===== src/rtl/interrupt_sequencer_pkg.sv =====
// Shared encodings for the interrupt/reset entry sequencer: FSM states,
// request sources, data-bus selectors and the vector addresses.
package interrupt_sequencer_pkg;

    typedef enum logic [2:0] {
        S_IDLE     = 3'd0,
        S_PUSH_PCH = 3'd1,
        S_PUSH_PCL = 3'd2,
        S_PUSH_P   = 3'd3,
        S_VEC_LO   = 3'd4,
        S_VEC_HI   = 3'd5
    } state_t;

    typedef enum logic [1:0] {
        SRC_NONE = 2'b00,
        SRC_IRQ  = 2'b01,
        SRC_NMI  = 2'b10,
        SRC_RST  = 2'b11
    } src_t;

    localparam logic [1:0] DSEL_NONE = 2'b00;
    localparam logic [1:0] DSEL_PCH  = 2'b01;
    localparam logic [1:0] DSEL_PCL  = 2'b10;
    localparam logic [1:0] DSEL_P    = 2'b11;

    localparam logic [15:0] VEC_NMI = 16'hFFFA;
    localparam logic [15:0] VEC_RST = 16'hFFFC;
    localparam logic [15:0] VEC_IRQ = 16'hFFFE;

    localparam logic [7:0] STACK_PAGE = 8'h01;

    // Low byte address of the vector belonging to a source; high byte is +1.
    function automatic logic [15:0] vector_base(input src_t s);
        case (s)
            SRC_NMI: vector_base = VEC_NMI;
            SRC_RST: vector_base = VEC_RST;
            default: vector_base = VEC_IRQ;
        endcase
    endfunction

endpackage


===== src/rtl/interrupt_sequencer_nmi.sv =====
// NMI falling-edge detector: one sample register plus a sticky pending flag
// that only the sequencer's acceptance of an NMI clears.
module nmi_edge_detect (
    input  logic clk,
    input  logic res,
    input  logic en,
    input  logic nmi,
    input  logic nmi_clr,
    output logic nmi_set,
    output logic pending
);

    logic nmi_q;

    // Edge is visible in the same cycle so a fall at a boundary wins over IRQ.
    assign nmi_set = nmi_q & ~nmi;

    always_ff @(posedge clk) begin
        if (res) begin
            nmi_q   <= 1'b1;
            pending <= 1'b0;
        end else if (en) begin
            nmi_q   <= nmi;
            pending <= (pending | nmi_set) & ~nmi_clr;
        end
    end

endmodule


===== src/rtl/interrupt_sequencer.sv =====
// Five-cycle reset/NMI/IRQ entry sequencer: stacks PC and P (or dummy-reads
// for reset), then fetches the vector; outputs are Moore-decoded.
module interrupt_sequencer
    import interrupt_sequencer_pkg::*;
(
    input  logic        clk,
    input  logic        res,
    input  logic        rdy,
    input  logic        irq,
    input  logic        nmi,
    input  logic        boundary,
    input  logic        i_flag,
    input  logic [7:0]  sp,
    output logic        active,
    output logic [15:0] address,
    output logic        rw,
    output logic [1:0]  data_sel,
    output logic        sp_dec,
    output logic        pc_lo_load,
    output logic        pc_hi_load,
    output logic        set_i,
    output logic [1:0]  source
);

    state_t state_q, state_d;
    src_t   src_q, src_d;
    src_t   req_src;
    logic   rst_pending_q;
    logic   nmi_set, nmi_pending;
    logic   accept;

    nmi_edge_detect u_nmi (
        .clk     (clk),
        .res     (res),
        .en      (rdy),
        .nmi     (nmi),
        .nmi_clr (accept && (req_src == SRC_NMI)),
        .nmi_set (nmi_set),
        .pending (nmi_pending)
    );

    // Reset does not wait for an instruction boundary; NMI and IRQ do.
    always_comb begin
        req_src = SRC_NONE;
        if (rst_pending_q)
            req_src = SRC_RST;
        else if (boundary && (nmi_pending || nmi_set))
            req_src = SRC_NMI;
        else if (boundary && !irq && !i_flag)
            req_src = SRC_IRQ;
    end

    assign accept = (state_q == S_IDLE) && (req_src != SRC_NONE);

    always_comb begin
        state_d = state_q;
        src_d   = src_q;
        case (state_q)
            S_IDLE: begin
                if (accept) begin
                    state_d = S_PUSH_PCH;
                    src_d   = req_src;
                end
            end
            S_PUSH_PCH: state_d = S_PUSH_PCL;
            S_PUSH_PCL: state_d = S_PUSH_P;
            S_PUSH_P:   state_d = S_VEC_LO;
            S_VEC_LO:   state_d = S_VEC_HI;
            S_VEC_HI: begin
                state_d = S_IDLE;
                src_d   = SRC_NONE;
            end
            default: begin
                state_d = S_IDLE;
                src_d   = SRC_NONE;
            end
        endcase
    end

    always_ff @(posedge clk) begin
        if (res) begin
            state_q       <= S_IDLE;
            src_q         <= SRC_NONE;
            rst_pending_q <= 1'b1;
        end else if (rdy) begin
            state_q <= state_d;
            src_q   <= src_d;
            if (accept && (req_src == SRC_RST))
                rst_pending_q <= 1'b0;
        end
    end

    // Reset entry performs the stack cycles as reads so nothing is written.
    always_comb begin
        address    = 16'h0000;
        rw         = 1'b1;
        data_sel   = DSEL_NONE;
        sp_dec     = 1'b0;
        pc_lo_load = 1'b0;
        pc_hi_load = 1'b0;
        set_i      = 1'b0;
        case (state_q)
            S_PUSH_PCH, S_PUSH_PCL, S_PUSH_P: begin
                address = {STACK_PAGE, sp};
                rw      = (src_q == SRC_RST);
                sp_dec  = 1'b1;
                if (state_q == S_PUSH_PCH)
                    data_sel = DSEL_PCH;
                else if (state_q == S_PUSH_PCL)
                    data_sel = DSEL_PCL;
                else
                    data_sel = DSEL_P;
            end
            S_VEC_LO: begin
                address    = vector_base(src_q);
                pc_lo_load = 1'b1;
            end
            S_VEC_HI: begin
                address    = vector_base(src_q) | 16'h0001;
                pc_hi_load = 1'b1;
                set_i      = 1'b1;
            end
            default: ;
        endcase
    end

    assign active = (state_q != S_IDLE);
    assign source = src_q;

endmodule


===== config.mk =====
export PLATFORM = sky130hd
export DESIGN_NAME = interrupt_sequencer
export DESIGN_NICKNAME = d
export VERILOG_FILES = /design/src/rtl/interrupt_sequencer_pkg.sv /design/src/rtl/interrupt_sequencer_nmi.sv /design/src/rtl/interrupt_sequencer.sv
export SDC_FILE = /design/constraint.sdc
export NUM_CORES = 1
export LEC_CHECK = 0
export CORE_MARGIN = 2
export CORE_UTILIZATION = 35
export DETAILED_ROUTE_END_ITERATION = 8
export PLACE_DENSITY = 0.88
export SETUP_SLACK_MARGIN = 0.4
export SLEW_MARGIN = 0
export SYNTH_ARGS = -nofsm -noshare
export SYNTH_HDL_FRONTEND = slang
export SYNTH_SLANG_ARGS = --single-unit

===== constraint.sdc =====
create_clock -name clk -period 1.5 [get_ports clk]
set_input_delay 0.15 -clock clk [delete_from_list [all_inputs] [get_ports clk]]
set_output_delay 0.15 -clock clk [all_outputs]
set_load 0.005 [all_outputs]

==> impl_metrics.toml, run 1 <==
[run_status]
status = "finished with violations"
violations = "setup timing"

[finish]
layout.nets = 167
drive_gt1_share_pct = 62.0
design_area_um2 = 1410
syn_to_final_growth_pct = 119
insertedDiodeCount = 0
final_cell_mix = "buf_6, buf_4, clkdlybuf4s50_1"
layout_commonest_cell = "buf_6"

[hold_path]
hold_class = "in2reg"

[global_route]
use_met1_pct = 22.2
overflow = 0
grt_pass1_vias = 899
grt_util_met2_pct = 46.0
grt_util_met3_pct = 8.85
grt-busiest-layer = "met2"
grt_max_degree = 10
grt_pass1_wl_um = 3810
grt_use_total_pct = 24.4
antenna_found_initial = 0

[cts]
cts_tree = "yes"
numCtsBuffers = 3
clk_latency_ns = 0.26
cts-root-buf = "clkbuf_4"
h-tree-depth = 1
holdBufCountCts = 0
clockBufferDepth = 2
clk_pin_slew_ns = 0.06
clock-sinks = 8

[floorplan]
dieHeight_um = 46.8
dieArea_um2 = 2190
start_util_pct = 37.1
rows = 15
io_pins = 41
die_w_um = 46.8
coreArea_um2 = 1730

[sta]
final.setup_skew_ns = 0.00138
setup_ws_ns = -0.0192
slew_viol_final = 0
finalCriticalPeriod_ns = 1.52
setup-violations-final = 1
fin_crit_sh_pct = 101
tightest_slew_ns = 0.290
slew_headroom_pct = 80.6
rsz0062_at_grt = "yes"
fmax_ghz = 0.658
final-hold-violation-count = 0

[synthesis]
synth-seq-cells = 8
syn_area_um2 = 641
synth-seq-area-share_pct = 25.0
syn_nets = 97
avgSynthCellArea_um2 = 7.81
ys_types = 31
synth_cells = 82
yosysWarnings = 0

[routing]
remaining_drc_errors = 0
dr.pass1.iters = 4
dr.first_iter.drc_count = 24
vias_per_cell = 5.33
wl_um = 3110
vias = 933
wire_per_inst_um = 17.8
antenna_left = 0

[setup_path]
cp_num_buf_inv = 3
path_delay_family = "flip-flops"
critPathSlowestCell = "dfxtp_4"
critPathKind = "reg2out"
arrival_ns = 1.37
startpoint_type = "register"
end_kind = "output port"
critPathRequiredTime_ns = 1.35
worstPathMaxFanout = 6
cpPeakStageDelay_ns = 0.42
r2r_setup_slack_ns = 0.06
crit_chain = "nand2b_4, inv_2, buf_6, a22o_1, buf_2"

[pwr]
p_comb_share_pct = 55.3
ir_worst_vdd_uv = 538
p_per_area_nw_per_um2 = 714
p_seq_share_pct = 27.5
leakagePower_nw = 0.684
clkPwrFrac_pct = 17.2
p_switching_mw = 0.346
total_power_mw = 1.00
swShare_pct = 34.5
internal_power_mw = 0.658

[placed_design]
io_buffers = 40
gp_congestion = 0.801
place_hpwl_um = 1510
dp_worst_setup_slack_ns = 0.00294
post_dp_cell_area_um2 = 1060

[flow_run]
drv_cap = 0
## repair_timing
item	4_1_cts	5_1_grt
gates resized for setup	125	25
pin swaps	16	11
endpoints found under the setup margin	30	31
setup buffers	19	9
gates cloned	1	0
## synth_stat cells (all sizes together)
library cell,n,area (um2)
a211o,2,17.5
a21oi,5,25.0
a22o,1,8.76
a22oi,2,15.0
a31oi,1,6.26
a32oi,1,8.76
and2,1,6.26
buf,11,83.8
clkbuf,1,3.75
dfxtp,8,160
inv,5,18.8
mux2i,1,10.0
nand2,13,48.8
nand2b,1,8.76
nor2,7,33.8
nor2b,5,31.3
nor3,3,25.0
nor4b,1,23.8
o211ai,3,32.5
o21a,1,7.51
o21ai,5,25.0
o21bai,2,15.0
o32ai,1,16.3
or3b,1,8.76
## flip-flops by register name, indices dropped and copies added (netlist names)
register and count:
u_nmi.nmi_q 1, state_q 3, u_nmi.pending 1, source 2, rst_pending_q 1
## path summary, 6_finish.rpt
kind	from	end	cells after the start
worst max register to register	state_q[0]	source[1]	6
worst min register to register	source[0]	source[0]	2
worst min-delay path	nmi	u_nmi.nmi_q	2
worst max-delay path	state_q[1]	address[1]	5
## power by group through the flow
stage / clock network, mW / registers (mW) / logic (mW)
6_report: 0.173 / 0.277 / 0.555
5_1_grt: 0.187 / 0.279 / 0.588
4_1_cts: 0.166 / 0.271 / 0.441
3_5_place_dp: 0 / 0.269 / 0.361
3_3_place_gp: 0 / 0.267 / 0.352
2_1_floorplan: 0 / 0.263 / 0.168
## metrics by stage
stage	hold slack (ns)	utilization [%]	std cells	TNS [ns]
6_report	0.516	81.4	175	-0.0192
5_1_grt	0.540	81.4	175	-0.114
4_1_cts	0.497	74.3	166	0
3_5_place_dp	0.506	61.4	143	0
3_3_place_gp	0.498	61.4	143	0
2_1_floorplan	0.272	-	82	0
## worst reg2reg max path, cell delays in order, from the launching register on
cell and delay, ns:
dfxtp_4 0.37, buf_6 0.12, buf_6 0.13, nor4b_4 0.34, buf_4 0.20, a22oi_2 0.05
a31oi_1 0.15
## layer usage
metal | wire, um | part of all wire [%]
met5 | 0 | 0
met4 | 116 | 3.7
met3 | 402 | 13
met2 | 1550 | 50
met1 | 1050 | 34
## final cells by class
type,instances,area (um2)
timing repair buffer,76,697
inverter,5,28.8
sequential,8,176
tap,25,31.3
timing repair inverter,1,3.75
multi-input combinational,57,445
fill,103,322
clock buffer,3,22.5
## cells by family after synthesis
family                 share of synthesized area, %
buffers and inverters                          16.6
AND/OR/NAND/NOR                                29.1
AO/OA/AOI/OAI                                  27.7
flip-flops                                     25.0
multiplexers                                   1.56
No activity file was read; power rests on OpenSTA's default activity.
==> inputs of run 2 (changes only) <==
--- a/config.mk
+++ b/config.mk
@@ -6,9 +6,9 @@
 export NUM_CORES = 1
 export LEC_CHECK = 0
 export CORE_MARGIN = 2
-export CORE_UTILIZATION = 35
+export CORE_UTILIZATION = 30
 export DETAILED_ROUTE_END_ITERATION = 8
-export PLACE_DENSITY = 0.88
+export PLACE_DENSITY = 0.78
 export SETUP_SLACK_MARGIN = 0.4
 export SLEW_MARGIN = 0
 export SYNTH_ARGS = -nofsm -noshare
==> run 2 against run 1 <==
The flow now finishes without violations. Wire length fell by 28%. Worst setup slack gained 0.080 ns. Largest power group unchanged. Clock skew up 0.0041 ns. Critical path depth shrank 1. Critical path type unchanged. Sequential cell count is the same. Final area down 6.0%. Sequential power fell by 4%. Core utilization fell by 15 points. Count of clock-buffer cells in the layout did not move. Combinational power is 14% lower. Via count fell by 11%.
==> impl_metrics.toml, run 2 (synthesized netlist as in run 1, its figures left out) <==
[pwr]
swShare_pct = 33.3
p_per_area_nw_per_um2 = 697
p_comb_share_pct = 51.7
ir_worst_vdd_uv = 463
p_seq_share_pct = 28.8
leakagePower_nw = 0.639
clkPwrFrac_pct = 19.5
internal_power_mw = 0.615
p_switching_mw = 0.306

[finish]
stdcell_count = 170
seq_area_um2 = 174
insertedDiodeCount = 0
final_cell_mix = "buf_6, buf_4, clkdlybuf4s50_1"
syn_to_final_growth_pct = 106
regMostFlops = "state_q"
drive_gt1_share_pct = 59.4
layout_commonest_cell = "buf_6"
utilization_pct = 66.7
largest_register_ffs = 3
design_area_um2 = 1320
multi_input_area_um2 = 445
layout.nets = 160
fillers = 159

[routing]
wl_um = 2230
dr.pass1.iters = 4
dr.first_iter.drc_count = 10
antenna_left = 0
remaining_drc_errors = 0
wire_per_inst_um = 13.1
vias = 828
vias_per_cell = 4.87

[setup_path]
critPathRequiredTime_ns = 1.35
r2r_start = "state_q[0]"
crit_start = "state_q[1]"
arrival_ns = 1.29
startpoint_type = "register"
critPathKind = "reg2out"
end_kind = "output port"
worstPathMaxFanout = 6

[flow_run]
drv_cap = 0

[placed_design]
place_hpwl_um = 1290
dp_worst_setup_slack_ns = 0.0308
gp_congestion = 0.749
dpl.cell_count = 145
post_dp_cell_area_um2 = 1060
io_buffers = 40

[sta]
tns_ns = 0
rsz0062_at_grt = "yes"
final.setup_skew_ns = 0.00547
slew_headroom_pct = 79.1
slew_viol_final = 0
final-hold-violation-count = 0
tightest_slew_ns = 0.314
finalCriticalPeriod_ns = 1.44
fmax_ghz = 0.695
setup_ws_ns = 0.0605
setup-violations-final = 0
fin_crit_sh_pct = 96.0

[cts]
holdBufCountCts = 0
clockBufferDepth = 2
cts_tree = "yes"
h-tree-depth = 1
numCtsBuffers = 3
clk_latency_ns = 0.27
clk_pin_slew_ns = 0.06
cts-root-buf = "clkbuf_4"
clock-sinks = 8

[global_route]
overflow = 0
grt_use_total_pct = 18.2
grt_pass1_wl_um = 3410
grt_pass1_vias = 747
grt_max_degree = 10
antenna_found_initial = 0

[run_status]
status = "finished, final reports clean"

[floorplan]
die_w_um = 50.2
io_pins = 41
dieHeight_um = 50.2
coreArea_um2 = 1980
rows = 16
dieArea_um2 = 2520
start_util_pct = 32.3

[hold_path]
hold_class = "in2reg"
hp-start = "nmi"
-- run 2: path summary, 6_finish.rpt --
kind / slack (ns) / cells past startpoint / end
worst max-delay path: 0.06 / 4 / address[6]
worst min register to register: 0.55 / 2 / rst_pending_q
worst min-delay path: 0.51 / 2 / u_nmi.nmi_q
worst max register to register: 0.13 / 6 / u_nmi.pending
-- run 2: final cells by class --
class / instances / area share [%]
clock buffers: 3 / 1.70
inverters: 5 / 1.99
repair buffers: 70 / 46.9
multi-input cells: 57 / 33.7
well taps: 27 / 2.56
flip-flops and latches: 8 / 13.2
-- run 2: layer usage --
metal,vias to the layer above,track usage (%),wire length [um]
met2,43,33.8,1140
met3,5,4.76,186
met1,379,18.6,862
met5,-,0,0
met4,0,8.33,40
li1,401,-,-
-- run 2: metrics by stage --
step | hold slack, ns | power [mW]
floorplan | 0.272 | 0.431
global placement | 0.508 | 0.620
detailed placement | 0.515 | 0.626
CTS | 0.510 | 0.861
global route | 0.545 | 0.975
finish | 0.510 | 0.921
-- run 2: critical path, stage by stage, from the launching register on --
cell and delay (ns):
dfxtp_4 0.37, buf_4 0.14, a21oi_2 0.16, o21a_1 0.15
clkdlybuf4s15_1 0.20
-- run 2: timing repair --
| item | in CTS | in global routing |
|---|---|---|
| cloned | 0 | 0 |
| pin swaps | 14 | 7 |
| endpoints found under the setup margin | 30 | 30 |
| buffers inserted | 16 | 6 |
| gates resized for setup | 121 | 17 |
-- run 2: power groups by stage --
stage               registers (mW)  clock network (mW)  logic [mW]
global placement             0.267                   0       0.353
CTS                          0.265               0.182       0.414
detailed placement           0.268                   0       0.358
finish                       0.265               0.180       0.476
floorplan                    0.263                   0       0.168
global route                 0.269               0.191       0.515
